**config.mk**
```make
export PLATFORM = sky130hd
export DESIGN_NAME = pulse_throttle
export DESIGN_NICKNAME = d
export VERILOG_FILES = /design/src/rtl/cdc_pkg.sv /design/src/rtl/pulse_gap_timer.sv /design/src/rtl/pulse_throttle.sv
export SDC_FILE = /design/constraint.sdc
export NUM_CORES = 1
export LEC_CHECK = 0
export CAP_MARGIN = 20
export CORE_AREA = 2 2 39 41
export CTS_CLUSTER_DIAMETER = 150
export DETAILED_ROUTE_END_ITERATION = 8
export DIE_AREA = 0 0 41 43
export GPL_TIMING_DRIVEN = 0
export PLACE_DENSITY = 0.69
export SYNTH_ARGS = -nofsm -noshare
export SYNTH_HDL_FRONTEND = slang
export SYNTH_SLANG_ARGS = --single-unit
```
**constraint.sdc**
```tcl
create_clock -name clk -period 3.2 [get_ports clk]
set_input_delay 0.48 -clock clk [delete_from_list [all_inputs] [get_ports clk]]
set_output_delay 0.48 -clock clk [all_outputs]
set_load 0.05 [all_outputs]
```
**src/rtl/cdc_pkg.sv**
```systemverilog
// Shared definitions for the source-domain pulse throttle and the toggle
// synchronizer that follows it: FSM encodings and default sizing constants.
package cdc_pkg;

  typedef enum logic [1:0] {
    ST_IDLE = 2'd0,
    ST_EMIT = 2'd1,
    ST_GAP  = 2'd2
  } thr_state_e;

  localparam int unsigned CDC_MIN_GAP = 6;
  localparam int unsigned CDC_CNT_W   = 4;

endpackage

```
**src/rtl/pulse_gap_timer.sv**
```systemverilog
// Load/decrement down-counter that times the quiet interval after each
// emitted pulse; o_done is high while the count is zero.
module pulse_gap_timer #(
  parameter int unsigned MIN_GAP = 6
) (
  input  logic clk,
  input  logic i_rst_n,
  input  logic i_load,
  input  logic i_dec,
  output logic o_done
);

  localparam int unsigned W = $clog2(MIN_GAP);
  localparam logic [W-1:0] LOAD_VAL = W'(MIN_GAP - 2);

  logic [W-1:0] r_cnt;

  // NOTE: sequential state uses non-blocking assignments so every flop
  // samples the pre-edge values regardless of process evaluation order.
  always_ff @(posedge clk) begin
    if (!i_rst_n) begin
      r_cnt <= '0;
    end else if (i_load) begin
      r_cnt <= LOAD_VAL;
    end else if (i_dec && (r_cnt != '0)) begin
      r_cnt <= r_cnt - W'(1);
    end
  end

  assign o_done = (r_cnt == '0);

endmodule

```
**src/rtl/pulse_throttle.sv**
```systemverilog
// Counts incoming event pulses and re-emits them one at a time, spaced
// MIN_GAP cycles apart. Define PULSE_THROTTLE_OVF_EN for the sticky ovf flag.
module pulse_throttle
  import cdc_pkg::*;
#(
  parameter int unsigned CNT_W   = CDC_CNT_W,
  parameter int unsigned MIN_GAP = CDC_MIN_GAP
) (
  input  logic             clk,
  input  logic             reset,
  input  logic             in_pulse,
  output logic             out_pulse,
  output logic [CNT_W-1:0] pending,
  output logic             busy
`ifdef PULSE_THROTTLE_OVF_EN
  ,
  output logic             ovf,
  input  logic             ovf_clr
`endif
);

  thr_state_e       r_state;
  thr_state_e       w_state_nxt;
  logic [CNT_W-1:0] r_pending;
  logic             r_out_pulse;
  logic             w_gap_done;
  logic             w_pend_nz;
  logic             w_enter_emit;
  logic             w_full;

  assign w_pend_nz    = (r_pending != '0);
  assign w_enter_emit = (w_state_nxt == ST_EMIT);
  assign w_full       = (r_pending == {CNT_W{1'b1}});

  pulse_gap_timer #(
    .MIN_GAP (MIN_GAP)
  ) u_gap_timer (
    .clk     (clk),
    .i_rst_n (reset),
    .i_load  (r_state == ST_EMIT),
    .i_dec   (r_state == ST_GAP),
    .o_done  (w_gap_done)
  );

  // NOTE: next state defaults to the current state before the case so no
  // path through the block leaves it unassigned (no latch is inferred).
  always_comb begin
    w_state_nxt = r_state;
    case (r_state)
      ST_IDLE: if (w_pend_nz) w_state_nxt = ST_EMIT;
      ST_EMIT: w_state_nxt = ST_GAP;
      ST_GAP:  if (w_gap_done) w_state_nxt = w_pend_nz ? ST_EMIT : ST_IDLE;
      default: w_state_nxt = ST_IDLE;
    endcase
  end

  // out_pulse is registered from the next state so it is a clean flop output.
  always_ff @(posedge clk) begin
    if (!reset) begin
      r_state     <= ST_IDLE;
      r_out_pulse <= 1'b0;
    end else begin
      r_state     <= w_state_nxt;
      r_out_pulse <= w_enter_emit;
    end
  end

  always_ff @(posedge clk) begin
    if (!reset) begin
      r_pending <= '0;
    end else if (in_pulse && !w_enter_emit && !w_full) begin
      r_pending <= r_pending + CNT_W'(1);
    end else if (w_enter_emit && !in_pulse) begin
      r_pending <= r_pending - CNT_W'(1);
    end
  end

`ifdef PULSE_THROTTLE_OVF_EN
  logic w_drop;
  logic r_ovf;

  assign w_drop = in_pulse && !w_enter_emit && w_full;

  always_ff @(posedge clk) begin
    if (!reset) begin
      r_ovf <= 1'b0;
    end else if (w_drop) begin
      r_ovf <= 1'b1;
    end else if (ovf_clr) begin
      r_ovf <= 1'b0;
    end
  end

  assign ovf = r_ovf;
`endif

  assign out_pulse = r_out_pulse;
  assign pending   = r_pending;
  assign busy      = (r_state != ST_IDLE) || w_pend_nz;

endmodule

```
Yosys cells after proc, flatten, opt, wreduce, memory -nomap -nowiden --
Cells that the tools add are included.
Word-level totals: input bits 3, register bits after elaboration 10
Cells by class: muxes and demuxes 8, $add $sub $neg 3, reductions and logical operators 16, eq/ne operators 4, bitwise gates (word level) 1
Operators with widths (count):
- two-way mux 4 bit | 2
- two-way mux 3 bit | 2
- one-hot mux 2 bit (3 select lines) | 1
- nonzero test 2 bit | 3
- adder 4 x 1 -> 4 bit, second input constant | 1
- equality test 2 x 1 -> 1 bit, second input constant | 2
- equality test 4 bit, second input constant | 1
- logical AND 1 bit | 4
- two-way mux 2 bit | 2
- nonzero test 4 bit | 1
- subtractor 4 x 1 -> 4 bit, second input constant | 1
- logical NOT 1 bit | 3
- logical NOT 3 bit | 1
- nonzero test 3 bit | 1
- subtractor 3 x 1 -> 3 bit, second input constant | 1
- equality test 2 bit, second input constant | 1
- logical NOT 2 bit | 1
- OR reduction 2 bit | 1
- logical OR 1 bit | 1
- two-way mux 1 bit | 1
- NOT 1 bit | 1

Logic depth before layout (Yosys ltp) --
word-level depth 9, mapped depth 11, gate-level depth less buffers 11

Modules after synthesis --
From an unflattened synthesis, not the netlist that was laid out.
Second synthesis, totals: cell total of the unflattened synthesis 65, area, all modules 621.8 um^2
By module, submodules not included:
- pulse_throttle | cells each 46, sequential area each 140.1 um^2, area each 446.7 um^2, times used 1
- pulse_gap_timer | cells each 19, sequential area each 60.1 um^2, area each 175.2 um^2, times used 1

Worst setup path before layout --
OpenSTA, ideal clock, no wires.
path kind register to register, start register u_gap_timer.r_cnt[0], end register r_pending[3], in the netlist pending[3], path buffers 0, stages on the path, launching flop included 12, slack 781 ps, data arrival time 2347 ps, cell sequence dfxtp_1 inv_1 ha_1 ha_1 and2b_4 o21ai_1 a21o_2 ha_1 a21o_2 a21oi_1 mux2i_1 mux2i_1
Between the ends: word-level cells in the longest chain between the ends 8, elaborated cells between the ends (all ways) 10, classes of those cells eq/ne (1); mux (3); reduce/logical (6)
Ends and longest elaborated chain:
- start, declared | line pulse_gap_timer.sv:16 | logic [W-1:0] r_cnt;
- start signal, assigned | line pulse_gap_timer.sv:26 | r_cnt <= r_cnt - W'(1);
- logical NOT 3 bit * | line pulse_gap_timer.sv:30 | assign o_done = (r_cnt == '0);
- two-way mux 2 bit * | line pulse_throttle.sv:52 | ST_GAP: if (w_gap_done) w_state_nxt = w_pend_nz ? ST_EMIT : ST_IDLE;
- one-hot mux 2 bit (3 select lines) * | line pulse_throttle.sv:49 | case (r_state)
- equality test 2 x 1 -> 1 bit * | line pulse_throttle.sv:32 | assign w_enter_emit = (w_state_nxt == ST_EMIT);
- logical NOT 1 bit | line pulse_throttle.sv:71 | end else if (in_pulse && !w_enter_emit && !w_full) begin
- logical AND 1 bit (2 in a row) | line pulse_throttle.sv:71
- two-way mux 4 bit or nonzero test 2 bit (tied branches)
- end signal, assigned | line pulse_throttle.sv:72 | r_pending <= r_pending + CNT_W'(1);
- end signal, assigned | line pulse_throttle.sv:74 | r_pending <= r_pending - CNT_W'(1);
- end, declared | line pulse_throttle.sv:24 | logic [CNT_W-1:0] r_pending;
Every way passes the cells marked *; elsewhere a longest branch is shown, timed or not. A chain may end at the register's enable or synchronous reset.

Worst setup path in the final report --
start register r_pending[0], in the netlist pending[0], end output port busy
Between the ends: word-level cells in the longest chain between the ends 2
Ends and longest elaborated chain:
- nonzero test 4 bit | line pulse_throttle.sv:31 | assign w_pend_nz = (r_pending != '0);
- logical OR 1 bit | line pulse_throttle.sv:99 | assign busy = (r_state != ST_IDLE) || w_pend_nz;
- end, declared | line pulse_throttle.sv:14 | output logic busy
No other way between the ends.

==> impl_metrics.env <==
export IMPL_grt_max_degree=11
export IMPL_finalSetupViolCount=0
export IMPL_clockBufferDepth=2
export IMPL_relSlewSlack_pct=67.04
export IMPL_hold_path_class="reg -> reg"
export IMPL_synth_warnings=0
export IMPL_synth_main_ff_cell="dfxtp_1"
export IMPL_crit_family="simple AND/OR/NAND/NOR gates"
export IMPL_grt_setup_unrepaired="no"
export IMPL_antenna_found_initial=0
export IMPL_synth_cells=66
export IMPL_clkLatencyLatePin_ps=260
export IMPL_cts_buffers=3
export IMPL_drive_gt1_share_pct=15.38
export IMPL_ios=9
export IMPL_timing_final_crit_share_pct=84.62
export IMPL_final_common_cell="dfxtp_1"
export IMPL_start_util_pct=44.03
export IMPL_intPower_uw=489.4
export IMPL_r2r_cells=11
export IMPL_critical_path_class="reg -> out"
export IMPL_p_sw_share_pct=44.67
export IMPL_cts_hold_buf=0
export IMPL_cts_resized=0
export IMPL_syn_nets=74
export IMPL_p_comb_share_pct=62.6
export IMPL_gp_congestion=0.6566
export IMPL_p_seq_share_pct=24.7
export IMPL_p_leak_nw=0.3141
export IMPL_design_area_sq_um=745.7
export IMPL_routed_via_density=5.085
export IMPL_whs_path_depth=1
export IMPL_vias=478
export IMPL_synth_edff_count=0
export IMPL_clock_root_buffer="clkbuf_4"
export IMPL_die_width_microns=41
export IMPL_clk_pin_slew_ps=70
export IMPL_portBuffers=8
export IMPL_fin_hold_ws_ps=522.7
export IMPL_critPathSlowestCell="clkdlybuf4s50_1"
export IMPL_row_count=14
export IMPL_status="completed"
export IMPL_wire_per_inst_microns=10.60
export IMPL_max_stage_delay_ps=700
export IMPL_dp_hpwl_microns=724.1
export IMPL_synth_async_sr_flop_share_pct=0
export IMPL_detailedRoute_firstIterationViolations=15
export IMPL_first_pass_iters=4
export IMPL_post_route_min_period_ps=2708
export IMPL_netlist_area_sq_um=609.3
export IMPL_drcViolationCount=0
export IMPL_die_y_microns=43
export IMPL_ys_seq_elements=10
export IMPL_grt_pass1_vias=413
export IMPL_tightest_slew_ps=492.9
export IMPL_clock_fmax_ghz=0.3693
export IMPL_required_ps=2720
export IMPL_yosysUniqueCellTypes=30
export IMPL_coreArea_sq_mm=0.001384
export IMPL_start_kind="flip-flop"
export IMPL_switching_power_uw=395.2
export IMPL_ys_seq_area_share_pct=32.85
export IMPL_worstPathBufferInverterCount=1
export IMPL_synthTopCellsByArea="dfxtp_1, ha_1, mux2i_1"
export IMPL_cp_num_cells=3
export IMPL_hold_viol=0
export IMPL_syn_to_final_growth_pct=22.38
export IMPL_fp_dieArea_sq_mm=0.001763
export IMPL_fill_cells=134
export IMPL_clkPwrFrac_pct=12.7
export IMPL_seqCellArea_sq_um=200.2
export IMPL_cts_tree="built"
export IMPL_multi_input_area_sq_um=379.1
export IMPL_drv_slew=0
export IMPL_grt_remaining_overflow=0
export IMPL_h_tree_depth=1
export IMPL_arrival_ps=2230
export IMPL_post_cts_buffers=0
export IMPL_yosysTopAreaCell="dfxtp_1"
export IMPL_grt_usage_pct=14.20
export IMPL_drv_cap=0
export IMPL_grt_pass1_wl_microns=1635
export IMPL_powerDensity_mw_per_mm2=1186
export IMPL_critPathCaptureType="output pin"
export IMPL_fin_skew_ps=2.001
export IMPL_cts_sinks=10
export IMPL_final_antenna_net_count=0
export IMPL_fin_ws_ps=492.2
export IMPL_antenna_cells=0
export IMPL_worstPathCellList="or4_1, or3_1, clkdlybuf4s50_1"
export IMPL_setup_tns_ps=0
export IMPL_irDropWorstVdd_mv=0.5609
export IMPL_critPathMaxFanout=7
export IMPL_avgSynthCellArea_sq_um=9.232
export IMPL_pre_cts_ws_ps=580.6
export IMPL_most_common_layout_cells="dfxtp_1, clkdlybuf4s50_1, nand2_1"
export IMPL_final_nets=87
export IMPL_yosysTopAreaCellShare_pct=32.85
export IMPL_wl_microns=996
export IMPL_postPlaceCellArea_sq_um=709.4
-- path summary, 6_finish.rpt --
kind	startpoint	to	slack, ps
setup / recovery	pending[0]	busy	490
hold reg to reg	r_state[1]	u_gap_timer.r_cnt[2]	520
setup reg to reg	u_gap_timer.r_cnt[0]	pending[3]	590
hold / removal	r_state[1]	u_gap_timer.r_cnt[2]	520
-- routing by layer --
metal,global-route usage (%),wire length [microns],up-vias
met1,17.53,479,213
met3,6.283,45,0
li1,-,-,255
met5,0,0,-
met4,10.00,0,0
met2,18.75,471,10
-- cell usage after synthesis (2+ instances only) --
| cell type | number |
|---|---|
| dfxtp_1 | 10 |
| nand2_1 | 6 |
| a21oi_1 | 4 |
| ha_1 | 4 |
| inv_1 | 4 |
| mux2i_1 | 4 |
| nor2_1 | 3 |
| nor2b_1 | 3 |
| a21o_2 | 2 |
| a22oi_1 | 2 |
| and2_1 | 2 |
| o21ai_1 | 2 |
| o31ai_1 | 2 |
| or3_1 | 2 |
-- kinds of logic after synthesis --
logic type,share of synthesized area [%]
buffers and inverters,4.927
muxes,8.419
DFF,32.85
adders and majority gates,11.50
xor gates and xnor gates,1.438
AOI/OAI and AO/OA,14.78
and+or+nand+nor,26.08
-- area by class of cell --
class | count | area share, %
tap | 16 | 2.685
buffer | 2 | 2.013
clock buffer | 4 | 4.866
multi-input combinational | 50 | 50.84
inverter | 4 | 2.013
timing repair buffer | 8 | 10.74
sequential | 10 | 26.85
-- flip-flops by register name, summed over array words and instances (netlist names) --
register,flops
out_pulse,1
pending,4
r_state,2
u_gap_timer.r_cnt,3
-- metrics by stage --
step | instances | utilization (%) | total power [mW]
2_1_floorplan | 66 | - | 0.6549
3_3_place_gp | 90 | 51.27 | 0.7708
3_5_place_dp | 90 | 51.27 | 0.7772
4_1_cts | 94 | 53.89 | 0.8937
5_1_grt | 94 | 53.89 | 0.9525
6_report | 94 | 53.89 | 0.8846
-- power by group through the flow --
stage / Sequential (mW) / Clock [mW] / Combinational (mW)
6_report: 0.218 / 0.112 / 0.554
5_1_grt: 0.224 / 0.121 / 0.607
4_1_cts: 0.219 / 0.115 / 0.560
3_3_place_gp: 0.219 / 0 / 0.551
3_5_place_dp: 0.221 / 0 / 0.556
2_1_floorplan: 0.299 / 0 / 0.356
Note: power is estimated with default switching activity, not from simulation.
